[src/rtl/lfsr_decrypt_engine.sv]
// Stream-cipher receiver: recovers LFSR seed and taps from the space preamble,
// then decrypts the ciphertext block, strips leading pads and writes the message.
module lfsr_decrypt_engine #(
  parameter logic [7:0] CT_BASE  = 8'd64,
  parameter int         CT_LEN   = 64,
  parameter logic [7:0] MSG_BASE = 8'd0,
  parameter int         MSG_LEN  = 41,
  parameter int         PRE_MIN  = 9,
  parameter logic [7:0] PAD      = 8'h20
) (
  input  logic       clk,
  input  logic       reset,
  input  logic       start,
  output logic [7:0] rd_addr,
  input  logic [7:0] rd_data,
  output logic       wr_en,
  output logic [7:0] wr_addr,
  output logic [7:0] wr_data,
  output logic       done,
  output logic       err,
  output logic [7:0] key_ptrn,
  output logic [7:0] key_init
);

  localparam int DATA_W = 8;
  localparam logic [6:0] I_PRE  = 7'(PRE_MIN);
  localparam logic [6:0] I_LAST = 7'(CT_LEN - 1);
  localparam logic [6:0] O_MAX  = 7'(MSG_LEN);

  typedef enum logic [2:0] {
    S_IDLE, S_REQ, S_SEED, S_TRAIN, S_RESOLVE, S_DECRYPT, S_FILL, S_DONE
  } state_t;

  function automatic logic [DATA_W-1:0] lfsr_next(input logic [DATA_W-1:0] s,
                                                  input logic [DATA_W-1:0] p);
    return {s[DATA_W-2:0], ^(s & p)};
  endfunction

  function automatic logic [DATA_W-1:0] pat(input logic [2:0] j);
    case (j)
      3'd0:    return 8'hE1;
      3'd1:    return 8'hD4;
      3'd2:    return 8'hC6;
      3'd3:    return 8'hB8;
      3'd4:    return 8'hB4;
      3'd5:    return 8'hB2;
      3'd6:    return 8'hFA;
      default: return 8'hF3;
    endcase
  endfunction

  state_t            state_q, state_d;
  logic [6:0]        i_q, i_d, o_q, o_d, i_inc;
  logic [DATA_W-1:0] s_q, s_d, mask_q, mask_d, rd_addr_q, rd_addr_d;
  logic [DATA_W-1:0] key_ptrn_q, key_ptrn_d, key_init_q, key_init_d;
  logic              found_q, found_d, done_q, done_d, err_q, err_d;
  logic [DATA_W-1:0] k, s_nxt, plain;
  logic [2:0]        low;

  always_comb begin
    state_d    = state_q;
    i_d        = i_q;
    o_d        = o_q;
    s_d        = s_q;
    mask_d     = mask_q;
    found_d    = found_q;
    key_ptrn_d = key_ptrn_q;
    key_init_d = key_init_q;
    done_d     = done_q;
    err_d      = err_q;
    rd_addr_d  = rd_addr_q;
    wr_en      = 1'b0;
    wr_addr    = 8'h00;
    wr_data    = 8'h00;
    i_inc      = i_q + 7'd1;
    k          = rd_data ^ PAD;
    s_nxt      = lfsr_next(s_q, key_ptrn_q);
    plain      = rd_data ^ s_nxt;
    low        = 3'd0;
    for (int j = 7; j >= 0; j--) if (mask_q[j]) low = 3'(j);

    case (state_q)
      S_IDLE, S_DONE: begin
        if (start) begin
          done_d    = 1'b0;
          err_d     = 1'b0;
          mask_d    = 8'hFF;
          found_d   = 1'b0;
          o_d       = 7'd0;
          i_d       = 7'd0;
          rd_addr_d = CT_BASE;
          state_d   = S_REQ;
        end
      end
      // rd_addr is on the bus this cycle; pick the capture state by byte index
      S_REQ: begin
        if (i_q == 7'd0)      state_d = S_SEED;
        else if (i_q < I_PRE) state_d = S_TRAIN;
        else                  state_d = S_DECRYPT;
      end
      S_SEED: begin
        s_d        = k;
        key_init_d = k;
        if (k == 8'h00) begin
          err_d   = 1'b1;
          done_d  = 1'b1;
          state_d = S_DONE;
        end else begin
          i_d       = i_inc;
          rd_addr_d = CT_BASE + 8'(i_inc);
          state_d   = S_REQ;
        end
      end
      S_TRAIN: begin
        for (int j = 0; j < 8; j++)
          if (lfsr_next(s_q, pat(3'(j))) != k) mask_d[j] = 1'b0;
        s_d = k;
        if (i_q == I_PRE - 7'd1) begin
          state_d = S_RESOLVE;
        end else begin
          i_d       = i_inc;
          rd_addr_d = CT_BASE + 8'(i_inc);
          state_d   = S_REQ;
        end
      end
      S_RESOLVE: begin
        if (mask_q == 8'h00) begin
          err_d   = 1'b1;
          done_d  = 1'b1;
          state_d = S_DONE;
        end else begin
          key_ptrn_d = pat(low);
          i_d        = I_PRE;
          rd_addr_d  = CT_BASE + 8'(I_PRE);
          state_d    = S_REQ;
        end
      end
      S_DECRYPT: begin
        s_d = s_nxt;
        if (found_q || plain != PAD) begin
          wr_en   = 1'b1;
          wr_addr = MSG_BASE + 8'(o_q);
          wr_data = plain;
          found_d = 1'b1;
          o_d     = o_q + 7'd1;
        end
        // stop reading once the output region is full
        if (i_q == I_LAST || o_d == O_MAX) begin
          state_d = S_FILL;
        end else begin
          i_d       = i_inc;
          rd_addr_d = CT_BASE + 8'(i_inc);
          state_d   = S_REQ;
        end
      end
      S_FILL: begin
        if (o_q < O_MAX) begin
          wr_en   = 1'b1;
          wr_addr = MSG_BASE + 8'(o_q);
          wr_data = PAD;
          o_d     = o_q + 7'd1;
        end else begin
          done_d  = 1'b1;
          state_d = S_DONE;
        end
      end
      default: state_d = S_IDLE;
    endcase
  end

  always_ff @(posedge clk or posedge reset) begin
    if (reset) begin
      state_q    <= S_IDLE;
      i_q        <= 7'd0;
      o_q        <= 7'd0;
      s_q        <= 8'h00;
      mask_q     <= 8'h00;
      found_q    <= 1'b0;
      key_ptrn_q <= 8'h00;
      key_init_q <= 8'h00;
      done_q     <= 1'b0;
      err_q      <= 1'b0;
      rd_addr_q  <= 8'h00;
    end else begin
      state_q    <= state_d;
      i_q        <= i_d;
      o_q        <= o_d;
      s_q        <= s_d;
      mask_q     <= mask_d;
      found_q    <= found_d;
      key_ptrn_q <= key_ptrn_d;
      key_init_q <= key_init_d;
      done_q     <= done_d;
      err_q      <= err_d;
      rd_addr_q  <= rd_addr_d;
    end
  end

  assign rd_addr  = rd_addr_q;
  assign done     = done_q;
  assign err      = err_q;
  assign key_ptrn = key_ptrn_q;
  assign key_init = key_init_q;

endmodule

[config.mk]
export PLATFORM = sky130hd
export DESIGN_NAME = lfsr_decrypt_engine
export DESIGN_NICKNAME = d
export VERILOG_FILES = /design/src/rtl/lfsr_decrypt_engine.sv
export SDC_FILE = /design/constraint.sdc
export NUM_CORES = 1
export LEC_CHECK = 0
export ABC_AREA = 1
export CAP_MARGIN = 20
export CORE_ASPECT_RATIO = 1.2
export CORE_MARGIN = 1
export CORE_UTILIZATION = 55
export CTS_CLUSTER_DIAMETER = 150
export DETAILED_ROUTE_END_ITERATION = 10
export PLACE_DENSITY = 0.9
export SYNTH_ARGS = -nofsm -noshare
export SYNTH_HDL_FRONTEND = slang
export SYNTH_SLANG_ARGS = --single-unit
export TNS_END_PERCENT = 1
[constraint.sdc]
create_clock -name clk -period 3.66 [get_ports clk]
set_input_delay 1.098 -clock clk [delete_from_list [all_inputs] [get_ports clk]]
set_output_delay 1.098 -clock clk [all_outputs]
set_load 0.05 [all_outputs]
# ---- Word level (Yosys, flattened, before mapping)
# Cells that the tools add are included.
dict set report totals {
  regBits 60
  inputBits 11
  out_inout_bits 43
  word_cells 188
}
dict set report op_classes {
  n_addsub 3
  n_lt_le_gt_ge 2
  n_eq_ne 43
  muxes 70
  bitwise 12
  reduce_logical 40
}
# op n
set ops {}
lappend ops {{$mux W8} 15}
lappend ops {{$and A8 B8 Y8} 9}
lappend ops {{$reduce_xor A8 Y1} 9}
lappend ops {{$mux W7} 10}
lappend ops {{$ne A8 B8 Y1} 8}
lappend ops {{$pmux W7 S7} 1}
lappend ops {{$mux W3} 16}
lappend ops {{$pmux W8 S2} 3}
lappend ops {{$pmux W8 S5} 1}
lappend ops {{$ne A2 B2 Y1 const B} 18}
lappend ops {{$pmux W7 S5} 1}
lappend ops {{$reduce_and A3 Y1} 10}
lappend ops {{$eq A3 B3 Y1 const B} 7}
lappend ops {{$pmux W3 S7} 1}
lappend ops {{$pmux W7 S3} 1}
lappend ops {{$logic_not A8 Y1} 2}
lappend ops {{$mux W1} 15}
lappend ops {{$add A7 B1 Y7 const B} 2}
lappend ops {{$eq A7 B6 Y1 const B} 2}
lappend ops {{$pmux W7 S2} 1}
lappend ops {{$eq A3 B2 Y1 const B} 4}
lappend ops {{$add A7 B7 Y8 const A} 1}
lappend ops {{$ne A8 B6 Y1 const B} 1}
lappend ops {{$xor A8 B8 Y8} 1}
lappend ops {{21 further kinds} 31}

# ---- Logic depth before layout (Yosys ltp)
# Gate-level depths: netlist of run 1.
dict set report logic_depth {
  depth_word 11
  depth_mapped 22
  ltp_nobuf 20
}

# ---- Worst setup path before layout of run 1
# Ideal clock, no wire load.
dict set report synth_path {
  path_type {input port to output port}
  start {in rd_data[0]}
  end {out wr_data[5]}
  arrival_time_ps 3535
  required_time_ps 2562
  setup_slack_ps -973
  cell_stages 8
  n_path_buf 1
  cell_sequence {clkbuf_1 -> inv_1 -> nand3_1 -> nand3_4 -> nand2_1 -> nand2_1 -> inv_1 -> a221oi_1}
}
dict set report synth_via {
  elab_chain_cells 5
}
# item line_no
set synth_lines {}
lappend synth_lines {{start, declared} 15} ;# input logic [7:0] rd_data,
lappend synth_lines {{$xor A8 B8 Y8} 78} ;# plain = rd_data ^ s_nxt;
lappend synth_lines {{$ne A8 B6 Y1} 140} ;# if (found_q || plain != PAD) begin
lappend synth_lines {{$logic_or A1 B1 Y1} 140}
lappend synth_lines {{$mux W8} 140}
lappend synth_lines {{$pmux W8 S2} 82} ;# case (state_q)
lappend synth_lines {{end, declared} 18} ;# output logic [7:0] wr_data,
# Every way passes these cells.

# ---- Worst setup path after layout of run 1
dict set report layout_path {
  start {reg s_q[6]}
  end {out wr_data[5]}
}
dict set report layout_via {
  elab_chain_cells 7
}
# item line_no
set layout_lines {}
lappend layout_lines {{start, declared} 54} ;# logic [DATA_W-1:0] s_q, s_d, mask_q, mask_d, rd_addr_q, rd_addr_d;
lappend layout_lines {{start signal, assigned} 176} ;# s_q <= 8'h00;
lappend layout_lines {{start signal, assigned} 188} ;# s_q <= s_d;
lappend layout_lines {{$and A8 B8 Y8} 36} ;# return {s[DATA_W-2:0], ^(s & p)};
lappend layout_lines {{$reduce_xor A8 Y1} 36}
lappend layout_lines {{$xor A8 B8 Y8 *} 78}
lappend layout_lines {{$ne A8 B6 Y1 *} 140}
lappend layout_lines {{$logic_or A1 B1 Y1 *} 140}
lappend layout_lines {{$mux W8 *} 140}
lappend layout_lines {{$pmux W8 S2 *} 82}
# Mark *: on every way between the ends. The rest lies on a longest branch, timed or not.

==> load_flow_metrics.sql, run 1 <==
INSERT INTO impl_metrics (metric_group, metric, value, unit) VALUES
('status', 'run_status', 'finished with violations', ''),
('status', 'violated_checks', 'negative setup slack', ''),
('finish', 'final_core_util', '79.6', '%'),
('synth', 'synth_area_leader_cell', 'dfrtp_1', ''),
('die', 'horizontal_extent_of_the_die', '75.2', 'um'),
('synth', 'synth_fa_ha_area_share', '1.42', '%'),
('grt', 'grt_start_max_net_pins', '24', ''),
('power_and_ir_drop', 'share_of_power_burned_in_registers', '26.8', '%'),
('clock_network', 'clock_path_buffers', '2', ''),
('synth', 'synth_edf_count', '0', ''),
('synth', 'synth.cell_area', '0.00354', 'sq mm'),
('power_and_ir_drop', 'worst_ir_drop_vdd', '0.000464', 'V'),
('die', 'std_cell_rows', '31', ''),
('finish', 'area.growth.synth_to_final', '38.0', '%'),
('clock_network', 'number_of_levels_in_the_clock_h_tree', '2', ''),
('finish', 'final_net_count', '617', ''),
('critical_path', 'r2r.worst_path.cells', '11', ''),
('timing', 'slew_hr', '37.3', '%'),
('timing', 'fin_worst_skew', '0.0217', 'ns'),
('grt', 'grt_antenna_before_repair', '0', ''),
('power_and_ir_drop', 'combinationalPowerShare', '60.8', '%'),
('timing', 'timing_hold_violations_final', '0', ''),
('synth', 'post-synth-top-count-cell', 'nand2_1', ''),
('drt', 'ant_nets', '0', ''),
('critical_path', 'timing.critical_path.mode_cell', 'nand2_1', ''),
('critical_path', 'cp-end-kind', 'output port', ''),
('grt', 'grt_pass1_vias', '3809', ''),
('placed_design', 'placement.cell_area', '0.00440', 'sq mm'),
('timing', 'final_critical_path_setup_slack', '-0.0166', 'ns'),
('synth', 'synth_top_family_by_area', 'simple AND/OR/NAND/NOR gates', ''),
('worst_hold_path', 'worst_hold_path_type', 'reg2reg', ''),
('timing', 'worst_pin_slew', '0.931', 'ns'),
('clock_network', 'tritoncts_clock_tree', 'done', ''),
('synth', 'ys_top_cells_by_count', 'nand2_1, inv_1, dfrtp_1', ''),
('clock_network', 'clk_latency', '0.33', 'ns'),
('clock_network', 'total_clock_buffers_created_by_cts', '5', ''),
('critical_path', 'critPathBufInv', '3', ''),
('timing', 'timing.hold.ws', '0.510', 'ns'),
('die', 'die_height', '89.8', 'um'),
('timing', 'final_min_period_over_clock_period', '100', '%'),
('power_and_ir_drop', 'p_leak', '2.41', 'nW'),
('synth', 'sequential_area_share_after_synthesis', '37.5', '%'),
('drt', 'detail_route.first_pass.iterations', '6', ''),
('timing', 'setup_viol_count_final', '1', ''),
('placed_design', 'place_congestion', '0.910', ''),
('critical_path', 'critical_path.max_stage_delay', '0.46', 'ns'),
('critical_path', 'worst_path_max_delay_cell', 'dfrtp_2', ''),
('critical_path', 'worstPathRequired', '2.56', 'ns'),
('finish', 'num_antenna_cells', '0', ''),
('clock_network', 'cts.sinks', '53', ''),
('critical_path', 'setup.worst_path.class', 'reg2out', ''),
('die', 'core-area', '0.00613', 'sq mm'),
('critical_path', 'rr_startpoint', 's_q[5]', ''),
('synth', 'syn_nets', '510', ''),
('synth', 'ys.flop_type', 'dfrtp_1', ''),
('placed_design', 'hpwlAfterDp', '7.38', 'mm'),
('grt', 'global_route_wire_length_before_repair', '17.2', 'mm'),
('synth', 'async_s_r_ff_share_synth', '100', '%'),
('timing', 'setup_total_negative_slack', '-0.0166', 'ns'),
('timing', 'period_minus_slack', '3.68', 'ns'),
('grt', 'grt_overflow', '0', ''),
('critical_path', 'worstPathMaxFanout', '6', ''),
('synth', 'synth_warnings', '0', ''),
('timing', 'report.final.slew_viol_count', '0', ''),
('power_and_ir_drop', 'power.switching', '1.91', 'mW'),
('clock_network', 'clkSlewWorstSetupHoldPaths', '0.12', 'ns'),
('power_and_ir_drop', 'clkPwrFrac', '12.4', '%'),
('synth', 'synth_cell_type_count', '39', ''),
('flow_run', 'maxCapViolations', '0', ''),
('drt', 'dr.first_iter.drc_count', '480', ''),
('clock_network', 'clock_tree.root_cell', 'clkbuf_8', '');
through the flow:
stage | setup slack (ns) | cells
CTS | 0.00274 | 666
finish | -0.0166 | 685
detailed placement | -0.502 | 646
global placement | -0.385 | 646
floorplan | -0.0253 | 495
global route | -0.216 | 685
worst max-delay path by stage:
stage	from	endpoint	slack, ns	cells after the start
after floorplan	rd_data[0]	wr_data[5]	-0.03	8
after global placement	rd_data[7]	wr_data[5]	-0.39	10
after detailed placement	rd_data[7]	wr_data[5]	-0.50	10
after CTS	rd_data[6]	wr_data[5]	0.003	10
after global routing	rd_data[6]	wr_data[5]	-0.22	10
final	s_q[6]	wr_data[5]	-0.02	15
state kept, by name, summed over array words and instances (netlist names):
| register | flops |
|---|---|
| key_init | 8 |
| key_ptrn | 8 |
| mask_q | 8 |
| s_q | 8 |
| o_q | 7 |
| i_q | 6 |
| state_q | 3 |
| rd_addr | 2 |
| done | 1 |
| err | 1 |
| found_q | 1 |
cells in the final DEF, fill, tap and decap left out, types with 3 or more instances in the layout:
cell type        Yosys  routed
a21oi_1             16      16
a22oi_1              5       5
buf_12               0       7
buf_2                1       3
buf_4                1      63
buf_6                1       6
clkbuf_8             0       5
clkdlybuf4s50_1      0      28
dfrtp_1             53      45
dfrtp_2              0       8
ha_1                 4       4
inv_1               64      61
inv_2                5       7
nand2_1            139     126
nand2_2              3      14
nand2_4              2       3
nand3_1             27      26
nand4_1              4       4
nor2_1              49      44
nor2_2               1       6
nor3_1               6       6
nor4_1               4       4
o211ai_1             3       3
o21ai_0             34      33
o21ai_1              3       4
o21ai_2              5       5
o221ai_1             7       7
or2_2                4       4
xnor2_1             15       9
xnor2_2              0       4
xor2_1              17      16
layout make-up:
cell class	instances	area [sq um]	area share, %
flip-flops and latches	53	1340	27.4
multi-input cells	362	2050	41.9
clock inverters	3	65.1	1.33
inverters	71	270	5.54
clock buffers	5	68.8	1.41
repair buffers	109	990	20.3
well taps	82	103	2.10
repair_timing:
item                                    4_1_cts  5_1_grt
setup buffers                                12       19
cloned                                        0        0
endpoints found under the setup margin        9        9
gates resized for setup                      44       23
pin swaps                                    11        9
cells by family (layout without fill, tap and decap cells):
family,after synthesis,count (layout)
other cells,1,1
buf+inv,80,188
compound gates,83,83
fa+ha+maj,4,4
simple gates,242,242
xor+xnor,32,32
flops,53,53
power groups by stage:
stage / combinational [mW] / clock [mW] / sequential (mW)
after floorplan: 1.16 / 0 / 1.24
after global placement: 1.83 / 0 / 1.02
after detailed placement: 1.89 / 0 / 1.02
after CTS: 2.04 / 0.477 / 1.03
after global routing: 2.54 / 0.508 / 1.05
final: 2.36 / 0.482 / 1.04
worst register-to-register path: stages, from the launching register on:
cell and delay [ns]:
dfrtp_2 0.47, buf_4 0.18, xnor2_4 0.20, nand4_1 0.19, buf_4 0.19, buf_4 0.12, buf_4 0.12, nor4_1 0.70
buf_4 0.29, a21oi_1 0.10, nand2_1 0.26, o21ai_0 0.20
per-layer routing:
metal	share of wire, %	vias up	track usage (%)	routed length, um
met5	0	-	0	0
met4	7.4	0	19.4	916
met3	8.6	95	8.07	1080
met2	48	319	56.5	6030
met1	36	1849	37.1	4420
li1	-	1805	-	-
Note: power is estimated with default switching activity, not from simulation.
==> run 2: changes to the inputs <==
--- a/config.mk
+++ b/config.mk
@@ -13,6 +13,7 @@
 export CTS_CLUSTER_DIAMETER = 150
 export DETAILED_ROUTE_END_ITERATION = 10
 export PLACE_DENSITY = 0.9
+export SETUP_SLACK_MARGIN = 0.2
 export SYNTH_ARGS = -nofsm -noshare
 export SYNTH_HDL_FRONTEND = slang
 export SYNTH_SLANG_ARGS = --single-unit
==> run 2 against run 1 <==
  * The run still ends with negative setup slack left
  * Maximum frequency hardly changed
  * Count of clock-buffer cells in the layout is the same
  * Via count down 2.1%
  * Die area unchanged
  * Largest power group unchanged
  * Routed wire length decreased by 4.1%
  * Setup slack gained 0.0031 ns
  * Critical path depth down 5
  * Power down 5.7%
  * Core utilization down 1.0 points
  * Sequential share of layout area grew 0.32 points
  * First-iteration DRC count down 16%
==> load_flow_metrics.sql, run 2 (same netlist as run 1, synthesis figures left out) <==
INSERT INTO impl_metrics (metric_group, metric, value, unit) VALUES
('status', 'run_status', 'finished with violations', ''),
('status', 'violated_checks', 'negative setup slack', ''),
('placed_design', 'setup_slack_at_placement', '-0.449', 'ns'),
('critical_path', 'critPathArrivalTime', '2.58', 'ns'),
('drt', 'num_vias', '3983', ''),
('clock_network', 'total_clock_buffers_created_by_cts', '5', ''),
('critical_path', 'critPathLaunchType', 'primary input', ''),
('finish', 'final_core_util', '78.6', '%'),
('placed_design', 'dp.cells', '646', ''),
('drt', 'vias_per_cell', '5.87', ''),
('power_and_ir_drop', 'cellInternalPower', '1.81', 'mW'),
('timing', 'timing_hold_violations_final', '0', ''),
('clock_network', 'clock_tree.root_cell', 'clkbuf_8', ''),
('timing', 'final_critical_path_setup_slack', '-0.0135', 'ns'),
('timing', 'worst_pin_slew', '0.743', 'ns'),
('timing', 'setup_repair_after_global_routing_missed_its_margin', 'true', ''),
('power_and_ir_drop', 'p_total', '3.67', 'mW'),
('placed_design', 'placement.cell_area', '0.00440', 'sq mm'),
('die', 'std_cell_rows', '31', ''),
('timing', 'setup_viol_count_final', '4', ''),
('finish', 'final_net_count', '610', ''),
('clock_network', 'clkSlewWorstSetupHoldPaths', '0.09', 'ns'),
('critical_path', 'reg2reg_setup_slack', '0.87', 'ns'),
('placed_design', 'place_congestion', '0.926', ''),
('grt', 'grt_start_max_net_pins', '32', ''),
('power_and_ir_drop', 'pwr_density_cell', '761', 'mW/mm^2'),
('worst_hold_path', 'worst_hold_path_type', 'reg2reg', ''),
('placed_design', 'io_buffers', '52', ''),
('grt', 'grt_overflow', '0', ''),
('finish', 'layout_commonest_cell', 'nand2_1', ''),
('clock_network', 'number_of_levels_in_the_clock_h_tree', '2', ''),
('clock_network', 'cts.sinks', '53', ''),
('critical_path', 'cp-end-kind', 'output port', ''),
('die', 'ioPinCount', '54', ''),
('critical_path', 'timing.critical_path.mode_cell', 'buf_6', ''),
('power_and_ir_drop', 'p_leak', '2.36', 'nW'),
('critical_path', 'worstPathMaxFanout', '6', ''),
('timing', 'achievable-frequency', '0.272', 'GHz'),
('drt', 'wl_per_instance', '17.6', 'um'),
('power_and_ir_drop', 'clkPwrFrac', '9.3', '%'),
('power_and_ir_drop', 'power.switching', '1.86', 'mW'),
('drt', 'dr.first_iter.drc_count', '402', ''),
('finish', 'drive_gt1_share', '22.8', '%'),
('drt', 'detail_route.wirelength', '11.9', 'mm'),
('placed_design', 'hpwlAfterDp', '7.52', 'mm'),
('critical_path', 'largest_delay_contributor_family_on_the_critical_path', 'simple AND/OR/NAND/NOR gates', ''),
('critical_path', 'worstPathCellList', 'buf_6 -> xnor2_4 -> nand4_1 -> nor3_4 -> nand3_4 -> nand2_4 -> nand2_8 -> clkinvlp_4 -> a221oi_4 -> buf_6', ''),
('timing', 'slew_hr', '50.3', '%'),
('critical_path', 'worstPathRequired', '2.56', 'ns'),
('clock_network', 'clock_path_buffers', '2', ''),
('die', 'design.die.area', '0.00676', 'sq mm'),
('grt', 'grt_antenna_before_repair', '1', ''),
('timing', 'final_min_period_over_clock_period', '100', '%'),
('timing', 'period_minus_slack', '3.67', 'ns'),
('power_and_ir_drop', 'worst_ir_drop_vdd', '0.000376', 'V'),
('die', 'horizontal_extent_of_the_die', '75.2', 'um'),
('clock_network', 'tritoncts_clock_tree', 'done', ''),
('grt', 'globalRouteTotalUtil', '35.5', '%'),
('timing', 'fin_worst_skew', '0.0216', 'ns'),
('flow_run', 'maxCapViolations', '0', ''),
('power_and_ir_drop', 'combinationalPowerShare', '63.2', '%'),
('finish', 'seq_area', '0.00134', 'sq mm'),
('drt', 'detail_route.drc_violations', '0', ''),
('power_and_ir_drop', 'power.share.switching', '50.7', '%'),
('finish', 'post_layout_cell_count', '679', ''),
('timing', 'timing.hold.ws', '0.487', 'ns'),
('finish', 'multi_input_area', '0.00204', 'sq mm'),
('clock_network', 'clk_latency', '0.33', 'ns'),
('finish', 'area.growth.synth_to_final', '36.3', '%'),
('finish', 'fillerInstances', '412', ''),
('timing', 'report.final.slew_viol_count', '0', ''),
('grt', 'global_route_wire_length_before_repair', '18.2', 'mm'),
('die', 'die_height', '89.8', 'um'),
('critical_path', 'worst_path_max_delay_cell', 'nor3_4', ''),
('power_and_ir_drop', 'share_of_power_burned_in_registers', '27.5', '%'),
('grt', 'grt_pass1_vias', '3926', ''),
('die', 'core-area', '0.00613', 'sq mm'),
('critical_path', 'critical_path.max_stage_delay', '0.29', 'ns'),
('finish', 'final_cell_mix', 'nand2_1, inv_1, buf_4, dfrtp_1, nor2_1', ''),
('critical_path', 'setup.worst_path.class', 'in2out', ''),
('timing', 'setup_total_negative_slack', '-0.0273', 'ns'),
('drt', 'detail_route.first_pass.iterations', '5', ''),
('drt', 'ant_nets', '0', ''),
('finish', 'final_area', '0.00482', 'sq mm'),
('critical_path', 'critPathBufInv', '3', ''),
('die', 'starting_utilization_of_the_core_area', '57.7', '%');
==> run 2: worst register-to-register path: cells and delay by family, from the launching register on <==
| family | cells | cell delay [ns] |
|---|---|---|
| AND/OR/NAND/NOR | 17 | 1.87 |
| buffers and inverters | 2 | 0.29 |
| AO/OA/AOI/OAI | 1 | 0.07 |
| flip-flops | 1 | 0.48 |
==> run 2: power by group through the flow <==
| stage | Sequential (mW) | Combinational, mW | Clock (mW) |
|---|---|---|---|
| 5_1_grt | 1.02 | 2.52 | 0.356 |
| 6_report | 1.01 | 2.32 | 0.343 |
| 2_1_floorplan | 1.24 | 1.16 | 0 |
| 3_3_place_gp | 1.00 | 1.85 | 0 |
| 4_1_cts | 1.01 | 2.04 | 0.336 |
| 3_5_place_dp | 1.01 | 1.91 | 0 |
==> run 2: metal layers <==
metal	wire (um)	vias to the layer above	global-route usage (%)
met1	4070	1835	39.3
met3	1030	100	12.4
met5	0	-	0
li1	-	1789	-
met4	884	0	19.3
met2	5950	259	58.2
==> run 2: final cells by class <==
class	instances	share of cell area (%)
multi-input combinational	362	42.4
sequential	53	27.7
timing repair buffer	102	20.3
inverter	71	5.69
tap	82	2.13
clock buffer	5	1.43
clock inverter	3	0.364
antenna	1	0.0519
==> run 2: worst paths after layout <==
kind,end,startpoint,cells after the start
worst max-delay path,wr_data[5],rd_data[4],10
worst min-delay path,rd_addr[6],rd_addr[6],2
worst max register to register,i_q[5],s_q[2],20
worst min register to register,rd_addr[6],rd_addr[6],2
max in group asynchronous,s_q[3],reset,3
min in group asynchronous,s_q[1],reset,2
==> run 2: repair_timing <==
action	in CTS	in global routing
endpoints found under the setup margin	10	12
setup buffers	11	13
gates resized for setup	48	25
pin swaps	9	9
gates cloned	0	0
hold buffers	0	0
==> run 3: changes to the inputs <==
--- a/config.mk
+++ b/config.mk
@@ -14,6 +14,7 @@
 export DETAILED_ROUTE_END_ITERATION = 10
 export PLACE_DENSITY = 0.9
 export SETUP_SLACK_MARGIN = 0.2
+export SKIP_CTS_REPAIR_TIMING = 1
 export SYNTH_ARGS = -nofsm -noshare
 export SYNTH_HDL_FRONTEND = slang
 export SYNTH_SLANG_ARGS = --single-unit
==> run 3 against run 2 <==
  * The flow still finishes with violations (negative setup slack)
  * Maximum frequency decreased by 1.6%
  * Sequential share of layout area increased by 0.89 points
  * Count of clock-buffer cells in the layout unchanged
  * Largest power group unchanged
  * Final cell count decreased by 2.8%
  * Non-clock buffer count decreased by 18
  * Critical path depth unchanged
  * Clock power decreased by 2%
  * Hold slack improved by 0.00050 ns
  * Die area unchanged
  * Sequential power about the same
==> load_flow_metrics.sql, run 3 (same netlist as run 1, synthesis figures left out) <==
INSERT INTO impl_metrics (metric_group, metric, value, unit) VALUES
('finish', 'num_antenna_cells', '0', ''),
('timing', 'achievable-frequency', '0.268', 'GHz'),
('timing', 'final_min_period_over_clock_period', '102', '%'),
('grt', 'grt_antenna_before_repair', '0', ''),
('critical_path', 'worstPathCellList', 'buf_8 -> xnor2_4 -> nand4_1 -> nor3_4 -> nand3_4 -> nand2_4 -> nand2_8 -> clkinvlp_4 -> a221oi_4 -> buf_6', ''),
('clock_network', 'number_of_levels_in_the_clock_h_tree', '2', ''),
('critical_path', 'critPathArrivalTime', '2.64', 'ns'),
('finish', 'fillerInstances', '433', ''),
('worst_hold_path', 'worst_hold_path_type', 'reg2reg', ''),
('placed_design', 'placement.cell_area', '0.00440', 'sq mm'),
('power_and_ir_drop', 'worst_ir_drop_vdd', '0.000386', 'V'),
('die', 'design.die.area', '0.00676', 'sq mm'),
('finish', 'final_core_util', '76.1', '%'),
('critical_path', 'largest_delay_contributor_family_on_the_critical_path', 'simple AND/OR/NAND/NOR gates', ''),
('timing', 'timing_hold_violations_final', '0', ''),
('finish', 'drive_gt1_share', '18.9', '%'),
('clock_network', 'clk_latency', '0.31', 'ns'),
('finish', 'layout_commonest_cell', 'nand2_1', ''),
('status', 'run_status', 'finished with violations', ''),
('critical_path', 'worst_path_max_delay_cell', 'nor3_4', ''),
('die', 'die_height', '89.8', 'um'),
('finish', 'area.growth.synth_to_final', '31.9', '%'),
('timing', 'setup_repair_after_global_routing_missed_its_margin', 'true', ''),
('die', 'starting_utilization_of_the_core_area', '57.7', '%'),
('grt', 'grt_start_max_net_pins', '32', ''),
('die', 'std_cell_rows', '31', ''),
('critical_path', 'setup.worst_path.class', 'in2out', ''),
('timing', 'period_minus_slack', '3.73', 'ns'),
('finish', 'seq_area', '0.00133', 'sq mm'),
('timing', 'fin_worst_skew', '0.0118', 'ns'),
('power_and_ir_drop', 'p_leak', '2.30', 'nW'),
('grt', 'grt_overflow', '0', ''),
('critical_path', 'critPathLaunchType', 'primary input', ''),
('critical_path', 'cp-end-kind', 'output port', ''),
('power_and_ir_drop', 'p_total', '3.41', 'mW'),
('timing', 'setup_viol_count_final', '7', ''),
('finish', 'final_net_count', '592', ''),
('timing', 'final_critical_path_setup_slack', '-0.0746', 'ns'),
('die', 'horizontal_extent_of_the_die', '75.2', 'um'),
('clock_network', 'clock_tree.root_cell', 'clkbuf_8', ''),
('clock_network', 'total_clock_buffers_created_by_cts', '5', ''),
('grt', 'global_route_wire_length_before_repair', '15.9', 'mm'),
('drt', 'detail_route.first_pass.iterations', '5', ''),
('die', 'core-area', '0.00613', 'sq mm'),
('timing', 'timing.hold.ws', '0.487', 'ns'),
('placed_design', 'io_buffers', '52', ''),
('grt', 'grt_pass1_vias', '3619', ''),
('drt', 'num_vias', '3760', ''),
('placed_design', 'place_congestion', '0.926', ''),
('drt', 'detail_route.wirelength', '10.5', 'mm'),
('drt', 'dr.first_iter.drc_count', '257', ''),
('critical_path', 'worstPathRequired', '2.56', 'ns'),
('placed_design', 'hpwlAfterDp', '7.52', 'mm'),
('timing', 'slew_hr', '50.8', '%'),
('die', 'ioPinCount', '54', ''),
('power_and_ir_drop', 'pwr_density_cell', '732', 'mW/mm^2'),
('status', 'violated_checks', 'negative setup slack', ''),
('finish', 'final_cell_mix', 'nand2_1, inv_1, dfrtp_1, nor2_1, o21ai_0', ''),
('drt', 'vias_per_cell', '5.70', ''),
('critical_path', 'critPathBufInv', '3', ''),
('grt', 'globalRouteTotalUtil', '30.2', '%'),
('drt', 'ant_nets', '0', ''),
('drt', 'wl_per_instance', '15.9', 'um'),
('critical_path', 'worstPathMaxFanout', '6', ''),
('flow_run', 'maxCapViolations', '0', ''),
('placed_design', 'dp.cells', '646', ''),
('timing', 'report.final.slew_viol_count', '0', ''),
('critical_path', 'critical_path.max_stage_delay', '0.31', 'ns'),
('clock_network', 'tritoncts_clock_tree', 'done', ''),
('clock_network', 'cts.sinks', '53', ''),
('finish', 'final_area', '0.00466', 'sq mm'),
('timing', 'worst_pin_slew', '0.735', 'ns'),
('clock_network', 'clkSlewWorstSetupHoldPaths', '0.09', 'ns'),
('clock_network', 'clock_path_buffers', '2', ''),
('finish', 'multi_input_area', '0.00202', 'sq mm'),
('drt', 'detail_route.drc_violations', '0', ''),
('finish', 'post_layout_cell_count', '660', '');
## run 3: changes by cell type in the layout (fill, tap and decap cells not counted), moves of 2 or more
cell | before | now
nor2_1 | 42 | 44
buf_2 | 2 | 0
dlymetal6s2s_1 | 0 | 4
buf_4 | 50 | 32
inv_2 | 9 | 7
inv_1 | 58 | 61
nor2_4 | 2 | 0
## run 3: routing by layer
layer	up-vias	share of wire [%]	routed length, um	track usage [%]
li1	1748	-	-	-
met1	1790	38	4030	37.1
met2	179	52	5490	53.8
met3	43	6.1	641	3.36
met4	0	3.3	346	9.88
met5	-	0	0	0
## run 3: per-stage QoR
stage / setup TNS, ns / setup slack, ns
floorplan: 0 / 0.0536
global placement: -2.78 / -0.363
detailed placement: -3.55 / -0.449
CTS: -3.70 / -0.465
global route: -0.893 / -0.150
finish: -0.366 / -0.0746
## run 3: path summary, 6_finish.rpt
kind / from / endpoint / slack [ns] / cells past startpoint
setup / recovery: rd_data[6] / wr_data[5] / -0.07 / 10
hold / removal: rd_addr[6] / rd_addr[6] / 0.49 / 2
max in group asynchronous: reset / s_q[3] / 1.79 / 3
hold reg to reg: rd_addr[6] / rd_addr[6] / 0.49 / 2
min in group asynchronous: reset / o_q[5] / 1.21 / 2
setup reg to reg: s_q[5] / i_q[5] / 1.08 / 14
## run 3: worst min-delay path, cell delays in order (launching register included)
cell     delay [ns]
dfrtp_1        0.36
nand2_1        0.05
nand2_1        0.05
## run 3: power breakdown
group	internal [mW]	total, mW	leakage (nW)	switching, mW
clock	0.133	0.335	0.0439	0.202
sequential	0.800	1.03	0.669	0.227
combinational	0.766	2.05	1.59	1.29
total	1.70	3.41	2.30	1.72
## run 3: area by class of cell
type                       instances  area share [%]
tap                               82            2.20
multi-input combinational        362            43.3
inverter                          71            5.79
clock inverter                     3           0.376
timing repair buffer              84            18.3
sequential                        53            28.6
clock buffer                       5            1.48
